--- src/rtl/handshake_rr_arbiter.sv ---
// handshake_rr_arbiter: packet-locked round-robin arbiter feeding a one-deep registered output slice
module handshake_rr_arbiter #(
  parameter int DATA_WIDTH = 64,
  parameter int NUM_REQ = 4,
  localparam int ID_W = ($clog2(NUM_REQ) > 1) ? $clog2(NUM_REQ) : 1
) (
  input  logic                          clk_i,
  input  logic                          rst_ni,
  input  logic [NUM_REQ*DATA_WIDTH-1:0] req_data_i,
  input  logic [NUM_REQ-1:0]            req_valid_i,
  input  logic [NUM_REQ-1:0]            req_last_i,
  output logic [NUM_REQ-1:0]            req_ready_o,
  output logic [DATA_WIDTH-1:0]         data_o,
  output logic                          last_o,
  output logic [ID_W-1:0]               id_o,
  output logic                          valid_o,
  input  logic                          ready_i
);
  typedef enum logic {IDLE, LOCK} state_t;
  state_t state, state_nx;
  logic [ID_W-1:0] rr_ptr, rr_ptr_nx, lock_id, lock_id_nx, win;
  logic [ID_W:0] idx;
  logic win_ok, out_ready, xfer, win_last;
  always_comb begin
    win = lock_id;
    win_ok = req_valid_i[lock_id];
    idx = '0;
    if (state == IDLE) begin
      win_ok = 1'b0;
      for (int i = NUM_REQ - 1; i >= 0; i--) begin
        idx = {1'b0, rr_ptr} + (ID_W+1)'(i);
        idx = (idx >= (ID_W+1)'(NUM_REQ)) ? idx - (ID_W+1)'(NUM_REQ) : idx;
        if (req_valid_i[idx[ID_W-1:0]]) begin
          win = idx[ID_W-1:0];
          win_ok = 1'b1;
        end
      end
    end
  end
  assign out_ready = !valid_o | ready_i;
  assign xfer = out_ready & win_ok;
  assign win_last = req_last_i[win];
  assign req_ready_o = xfer ? NUM_REQ'(1) << win : '0;
  always_comb begin
    state_nx = state;
    rr_ptr_nx = rr_ptr;
    lock_id_nx = lock_id;
    if (xfer && state == IDLE && !win_last) begin
      state_nx = LOCK;
      lock_id_nx = win;
    end
    if (xfer && win_last) begin
      state_nx = IDLE;
      rr_ptr_nx = (win == ID_W'(NUM_REQ - 1)) ? '0 : win + 1'b1;
    end
  end
  always_ff @(posedge clk_i or negedge rst_ni) begin
    if (!rst_ni) begin
      state <= IDLE;
      rr_ptr <= '0;
      lock_id <= '0;
    end else begin
      state <= state_nx;
      rr_ptr <= rr_ptr_nx;
      lock_id <= lock_id_nx;
    end
  end
  always_ff @(posedge clk_i or negedge rst_ni) begin
    if (!rst_ni) begin
      valid_o <= 1'b0;
      data_o <= '0;
      last_o <= 1'b0;
      id_o <= '0;
    end else if (out_ready) begin
      valid_o <= xfer;
      if (xfer) begin
        data_o <= req_data_i[win*DATA_WIDTH +: DATA_WIDTH];
        last_o <= win_last;
        id_o <= win;
      end
    end
  end
endmodule

--- config.mk ---
export PLATFORM = sky130hd
export DESIGN_NAME = handshake_rr_arbiter
export DESIGN_NICKNAME = d
export VERILOG_FILES = /design/src/rtl/handshake_rr_arbiter.sv
export SDC_FILE = /design/constraint.sdc
export NUM_CORES = 1
export LEC_CHECK = 0
export ABC_AREA = 0
export CAP_MARGIN = 20
export CORE_MARGIN = 4
export CORE_UTILIZATION = 34
export DETAILED_ROUTE_END_ITERATION = 10
export GPL_ROUTABILITY_DRIVEN = 0
export PLACE_DENSITY = 0.76
export SYNTH_ARGS = -nofsm -noshare
export SYNTH_HDL_FRONTEND = slang
export SYNTH_SLANG_ARGS = --single-unit
--- constraint.sdc ---
create_clock -name clk_i -period 2.25 [get_ports clk_i]
set_input_delay 0.45 -clock clk_i [delete_from_list [all_inputs] [get_ports clk_i]]
set_output_delay 0.45 -clock clk_i [all_outputs]
set_load 0.05 [all_outputs]
==> flow_summary.yaml, run 1 <==
synthesis:
  syn_avg_cell_area_um2: 9.513
  synth_cell_type_count: 45
  synth_flop_cell: "dfrtp_1"
  synth.net_count: 851
  synth_common_cells: "nand2_1, dfrtp_1, and2_1"
  synth_edf_count: 0
  synth_area_um2: 5518
  synth_most_common_cell: "nand2_1"
  yosysWarnings: 0
  async_reset_ff_frac: 1.000
  netlist_instances: 580
  yosys-top-cells-area: "dfrtp_1, mux2_2, a211oi_2"
  synth_seq_cells: 73
  ys_seq_area_frac: 0.3311
  yosysTopAreaCellShare: 0.3311
  synth_top_area_cell: "dfrtp_1"
clock_network:
  cts_root_buffer: "clkbuf_16"
  cts_tree: "done"
  clock_latency_ns: 0.33
  cts_num_sinks: 73
  htree_num_levels: 3
  cts_made_buffers: 9
  clockBufferDepth: 2
  clk_pin_slew_ns: 0.06
  hold_buffers: 0
run_status:
  violations: "negative setup slack"
  run_status: "finished with violations"
detailed_routing:
  ant_nets: 0
  vias_per_cell: 5.093
  dr.pass1.iters: 4
  drt_iter0_drc: 200
  drc: 0
  wl_per_cell_um: 18.53
  vias: 6086
  drt-total-wl_um: 22140
placement:
  dpl.cell_count: 1163
  io_buffers: 338
  hpwl_um: 16620
critical_path:
  cp-start-kind: "flop"
  arrival_ns: 2.26
  reg2reg_to: "data_o[41]"
  path_class: "flop to output pin"
  cp_max_fo: 7
  r2r_start: "rr_ptr[1]"
  r2r_slack_ns: -0.44
  r2r.worst_path.cells: 11
  cp.required_ns: 1.80
  crit_path_end_kind: "output pin"
final_layout:
  drive_above_1_share: 0.2860
  fin_nets: 1245
  fillers: 1254
  final_cells: 1195
  syn_to_final_growth_pct: 90.34
  antenna_cells: 0
floorplan:
  core_region_area_um2: 15890
  die-area_um2: 18330
  ios: 339
  initial_core_util: 0.3474
  die_w_um: 135.4
  die_y_um: 135.4
  rows: 46
pwr:
  p_clk_frac: 0.089
  p_int_mw: 9.018
  peakVddDrop_v: 0.0009513
  p_sw_frac: 0.4581
  p_per_area_nw_per_um2: 1585
  leakage_nw: 4.181
  power_frac_comb: 0.764
  power_switching_mw: 7.625
  p_seq_frac: 0.147
  power_mw: 16.64
sta:
  hold_slack_ns: 0.09205
  fmax_mhz: 368.8
  hold_viol: 0
  worst_slew_pin_slew_ns: 0.5866
  setup_slack_ns: -0.4612
  setup_tns_ns: -27.51
  period_share: 1.205
  maxSlewHeadroom: 0.6077
  grt_setup_unrepaired: "true"
  drv_slew: 0
  worst_clock_skew_ns: 0.007291
  finalSetupViolations: 75
  finalCriticalPeriod_ns: 2.711
global_route:
  grt_max_degree: 64
  grt_antenna_before_repair: 0
  gr-total-overflow: 0
  grt_pass1_wl_um: 31770
  grt_pass1_vias: 6165
  grt_use_total: 0.2203
flow_run:
  cap_violations: 0
hold_path:
  hold_class: "primary input to async pin"
==> power by group through the flow <==
stage	sequential, mW	combinational, mW	clock (mW)
after global routing	2.53	13.5	1.58
final	2.44	12.7	1.49
after floorplan	4.61	5.16	0
after CTS	2.44	11.7	1.53
after global placement	2.44	11.1	0
after detailed placement	2.47	11.2	0
==> worst max-delay path: stages (launching register included) <==
cell	delay, ns
dfrtp_2	0.47
buf_6	0.14
mux2_4	0.30
and2_4	0.14
o31a_4	0.39
ha_2	0.20
and2_4	0.14
buf_12	0.14
==> routing by layer <==
metal,track usage,vias up,routed length (um),part of all wire
met2,0.3955,250,11320,0.51
met3,0.06204,46,1820,0.082
met1,0.2464,2908,8206,0.37
met5,0,-,0,0
met4,0.08567,0,792,0.036
li1,-,2882,-,-
==> what timing repair did <==
action / 4_1_cts / 5_1_grt
pin swaps: 5 / 5
buffers inserted: 6 / 3
cloned: 1 / 6
resized for setup: 23 / 36
endpoints found under the setup margin: 75 / 75
==> placed cells by master (no fill, tap or decap), types with 5 or more instances in the layout <==
master / instances
a211oi_2: 57
a211oi_4: 6
a31oi_1: 62
and2_1: 67
and2_4: 5
buf_12: 20
buf_4: 63
buf_6: 11
clkbuf_16: 15
clkdlybuf4s50_1: 329
dfrtp_1: 71
mux2_2: 63
mux2_4: 5
nand2_1: 133
==> stage by stage <==
step	instance area [um2]	utilization	setup slack, ns
4_1_cts	10150	0.6391	-0.4739
3_3_place_gp	9674	0.6090	-0.7415
2_1_floorplan	5590	-	-0.1515
5_1_grt	10500	0.6612	-0.5337
6_report	10500	0.6612	-0.4612
3_5_place_dp	9674	0.6090	-0.8147
==> kinds of logic after synthesis <==
kind of cell	count (synthesis)	synth area share
AO/OA/AOI/OAI	149	0.2374
adder cells (fa/ha/maj)	4	0.009071
buffers and inverters	58	0.07664
AND/OR/NAND/NOR	223	0.1918
flip-flops	73	0.3311
multiplexers	73	0.1540
==> worst max path at each step <==
| stage | slack, ns | to | from | cells past startpoint |
|---|---|---|---|---|
| 2_1_floorplan | -0.15 | req_ready_o[3] | rr_ptr[1] | 9 |
| 3_3_place_gp | -0.74 | rr_ptr[0] | req_valid_i[3] | 7 |
| 3_5_place_dp | -0.81 | data_o[43] | req_valid_i[0] | 10 |
| 4_1_cts | -0.47 | req_ready_o[1] | rr_ptr[1] | 7 |
| 5_1_grt | -0.53 | req_ready_o[2] | rr_ptr[1] | 8 |
| 6_report | -0.46 | req_ready_o[1] | rr_ptr[1] | 7 |
==> cell type report <==
type / instances / area [um2] / share of cell area
multi-input cells: 449 / 3518 / 0.3350
repair buffers: 436 / 4551 / 0.4333
clock inverters: 6 / 66.31 / 0.006314
well taps: 216 / 270.3 / 0.02573
flip-flops and latches: 73 / 1829 / 0.1742
inverters: 5 / 28.78 / 0.002740
clock buffers: 10 / 239.0 / 0.02275
==> flip-flops by register name, indices dropped and copies added (netlist names) <==
name	cells
data_o	64
id_o	2
last_o	1
lock_id	2
rr_ptr	2
state	1
valid_o	1
(Power assumes the default switching activity.)
==> run 2, diff against run 1 <==
- GPL_ROUTABILITY_DRIVEN: 0 -> unset
==> results of run 2 <==
Final layout, timing and power as in run 1 (identical DEF).
==> run 3, diff against run 2 <==
- CORE_ASPECT_RATIO: unset -> 0.8
- REMOVE_ABC_BUFFERS: unset -> 1
==> flow_summary.yaml, run 3 (synthesized netlist as in run 1, its figures left out) <==
global_route:
  grt_antenna_before_repair: 1
  grt_pass1_vias: 6487
  grt_max_degree: 38
  gr-total-overflow: 0
  grt_use_total: 0.2622
  grt_pass1_wl_um: 36740
sta:
  hold_slack_ns: 0.02229
  setup_slack_ns: -0.4218
  finalCriticalPeriod_ns: 2.672
  worst_clock_skew_ns: 0.009203
  hold_viol: 0
  grt_setup_unrepaired: "true"
  fmax_mhz: 374.3
  drv_slew: 0
  setup_tns_ns: -15.27
  finalSetupViolations: 75
  period_share: 1.187
  maxSlewHeadroom: 0.6187
  worst_slew_pin_slew_ns: 0.5676
pwr:
  power_mw: 18.08
  p_sw_frac: 0.4480
  power_frac_comb: 0.780
  p_int_mw: 9.980
  p_seq_frac: 0.139
  peakVddDrop_v: 0.0006492
  leakage_nw: 4.516
  power_switching_mw: 8.099
  p_clk_frac: 0.081
  p_per_area_nw_per_um2: 1634
critical_path:
  arrival_ns: 2.22
  crit_path_end_kind: "output pin"
  path_class: "flop to output pin"
  reg2reg_to: "rr_ptr[0]"
  cp_max_fo: 7
  r2r.worst_path.cells: 11
  cp-start-kind: "flop"
  r2r_start: "rr_ptr[0]"
  cp.required_ns: 1.80
  r2r_slack_ns: -0.27
detailed_routing:
  drt_iter0_drc: 229
  vias_per_cell: 5.219
  ant_nets: 0
  dr.pass1.iters: 4
  vias: 6237
  drt-total-wl_um: 25440
  drc: 0
  wl_per_cell_um: 21.29
floorplan:
  initial_core_util: 0.3481
  rows: 41
  ios: 339
  die_w_um: 150.4
  core_region_area_um2: 15850
  die-area_um2: 18340
  die_y_um: 121.9
final_layout:
  post-route-cell-area_um2: 11070
  fin_nets: 1245
  layout_common_cells: "clkdlybuf4s50_1, nand2_1, dfrtp_1"
  final_util: 0.6981
  mostFrequentLayoutCell: "clkdlybuf4s50_1"
  fillers: 1166
  largest_register_ffs: 64
  syn_to_final_growth_pct: 100.5
  top_register: "data_o"
  drive_above_1_share: 0.3442
run_status:
  run_status: "finished with violations"
  violations: "negative setup slack"
clock_network:
  clk_pin_slew_ns: 0.06
  cts_tree: "done"
  clockBufferDepth: 2
  cts_made_buffers: 9
  htree_num_levels: 3
  cts_num_sinks: 73
  cts_root_buffer: "clkbuf_16"
  clock_latency_ns: 0.34
hold_path:
  hold_class: "primary input to async pin"
placement:
  io_buffers: 338
  place_area_um2: 9320
  hpwl_um: 16180
  gp_congestion: 0.8601
flow_run:
  cap_violations: 0
-- run 3: cell count changes in the layout (fill, tap and decap cells not counted), sizes merged --
cell	delta
inv	-1
clkinv	+1
clkbuf	-1
diode	+1
buf	+4
clkinvlp	-3
clkdlybuf4s15	+2
dlygate4sd2	-2
-- run 3: routing by layer --
layer | routed length [um] | track usage | up-vias
met4 | 696 | 0.07200 | 0
met2 | 12990 | 0.4814 | 261
met5 | 0 | 0 | -
met1 | 9517 | 0.2885 | 3043
li1 | - | - | 2887
met3 | 2237 | 0.08776 | 46
-- run 3: worst max path at each step --
| stage | to | from | slack [ns] | cells past startpoint |
|---|---|---|---|---|
| final | req_ready_o[1] | rr_ptr[1] | -0.42 | 7 |
| after global routing | req_ready_o[1] | rr_ptr[1] | -0.47 | 7 |
| after CTS | req_ready_o[1] | rr_ptr[1] | -0.40 | 7 |
| after detailed placement | req_ready_o[1] | req_valid_i[0] | -0.81 | 10 |
| after global placement | req_ready_o[1] | req_valid_i[0] | -0.78 | 10 |
| after floorplan | req_ready_o[0] | rr_ptr[1] | -3.54 | 6 |
-- run 3: power groups by stage --
stage	clock network [mW]	registers (mW)	logic [mW]
floorplan	0	4.61	3.53
global placement	0	2.43	10.5
detailed placement	0	2.47	10.5
CTS	1.48	2.48	13.8
global route	1.55	2.58	14.9
finish	1.47	2.50	14.1
-- run 3: what timing repair did --
action,4_1_cts,5_1_grt
pin swaps,77,19
gates resized for setup,181,29
hold endpoints to repair,0,0
setup buffers,28,4
setup endpoints to repair,75,75
hold buffers,0,0
gates cloned,17,3
-- run 3: area by class of cell --
| class | count | area [um2] | share of cell area |
|---|---|---|---|
| clock buffer | 13 | 250.2 | 0.02261 |
| timing repair buffer | 436 | 4860 | 0.4392 |
| inverter | 5 | 23.77 | 0.002148 |
| multi-input combinational | 449 | 3790 | 0.3425 |
| tap | 215 | 269.0 | 0.02431 |
| sequential | 73 | 1831 | 0.1654 |
| clock inverter | 3 | 40.04 | 0.003618 |
| antenna | 1 | 2.502 | 0.0002261 |
-- run 3: critical path, stage by stage, from the launching register on --
cell and delay, ns:
dfrtp_2 0.48, mux2_4 0.32, and2_4 0.15, o31a_4 0.37, buf_12 0.14, ha_4 0.14
and2_4 0.15, buf_12 0.14
-- run 3: metrics by stage --
stage,setup WS (ns),std cells
floorplan,-3.537,527
global placement,-0.7771,1129
detailed placement,-0.8103,1129
CTS,-0.3955,1190
global route,-0.4696,1195
finish,-0.4218,1195
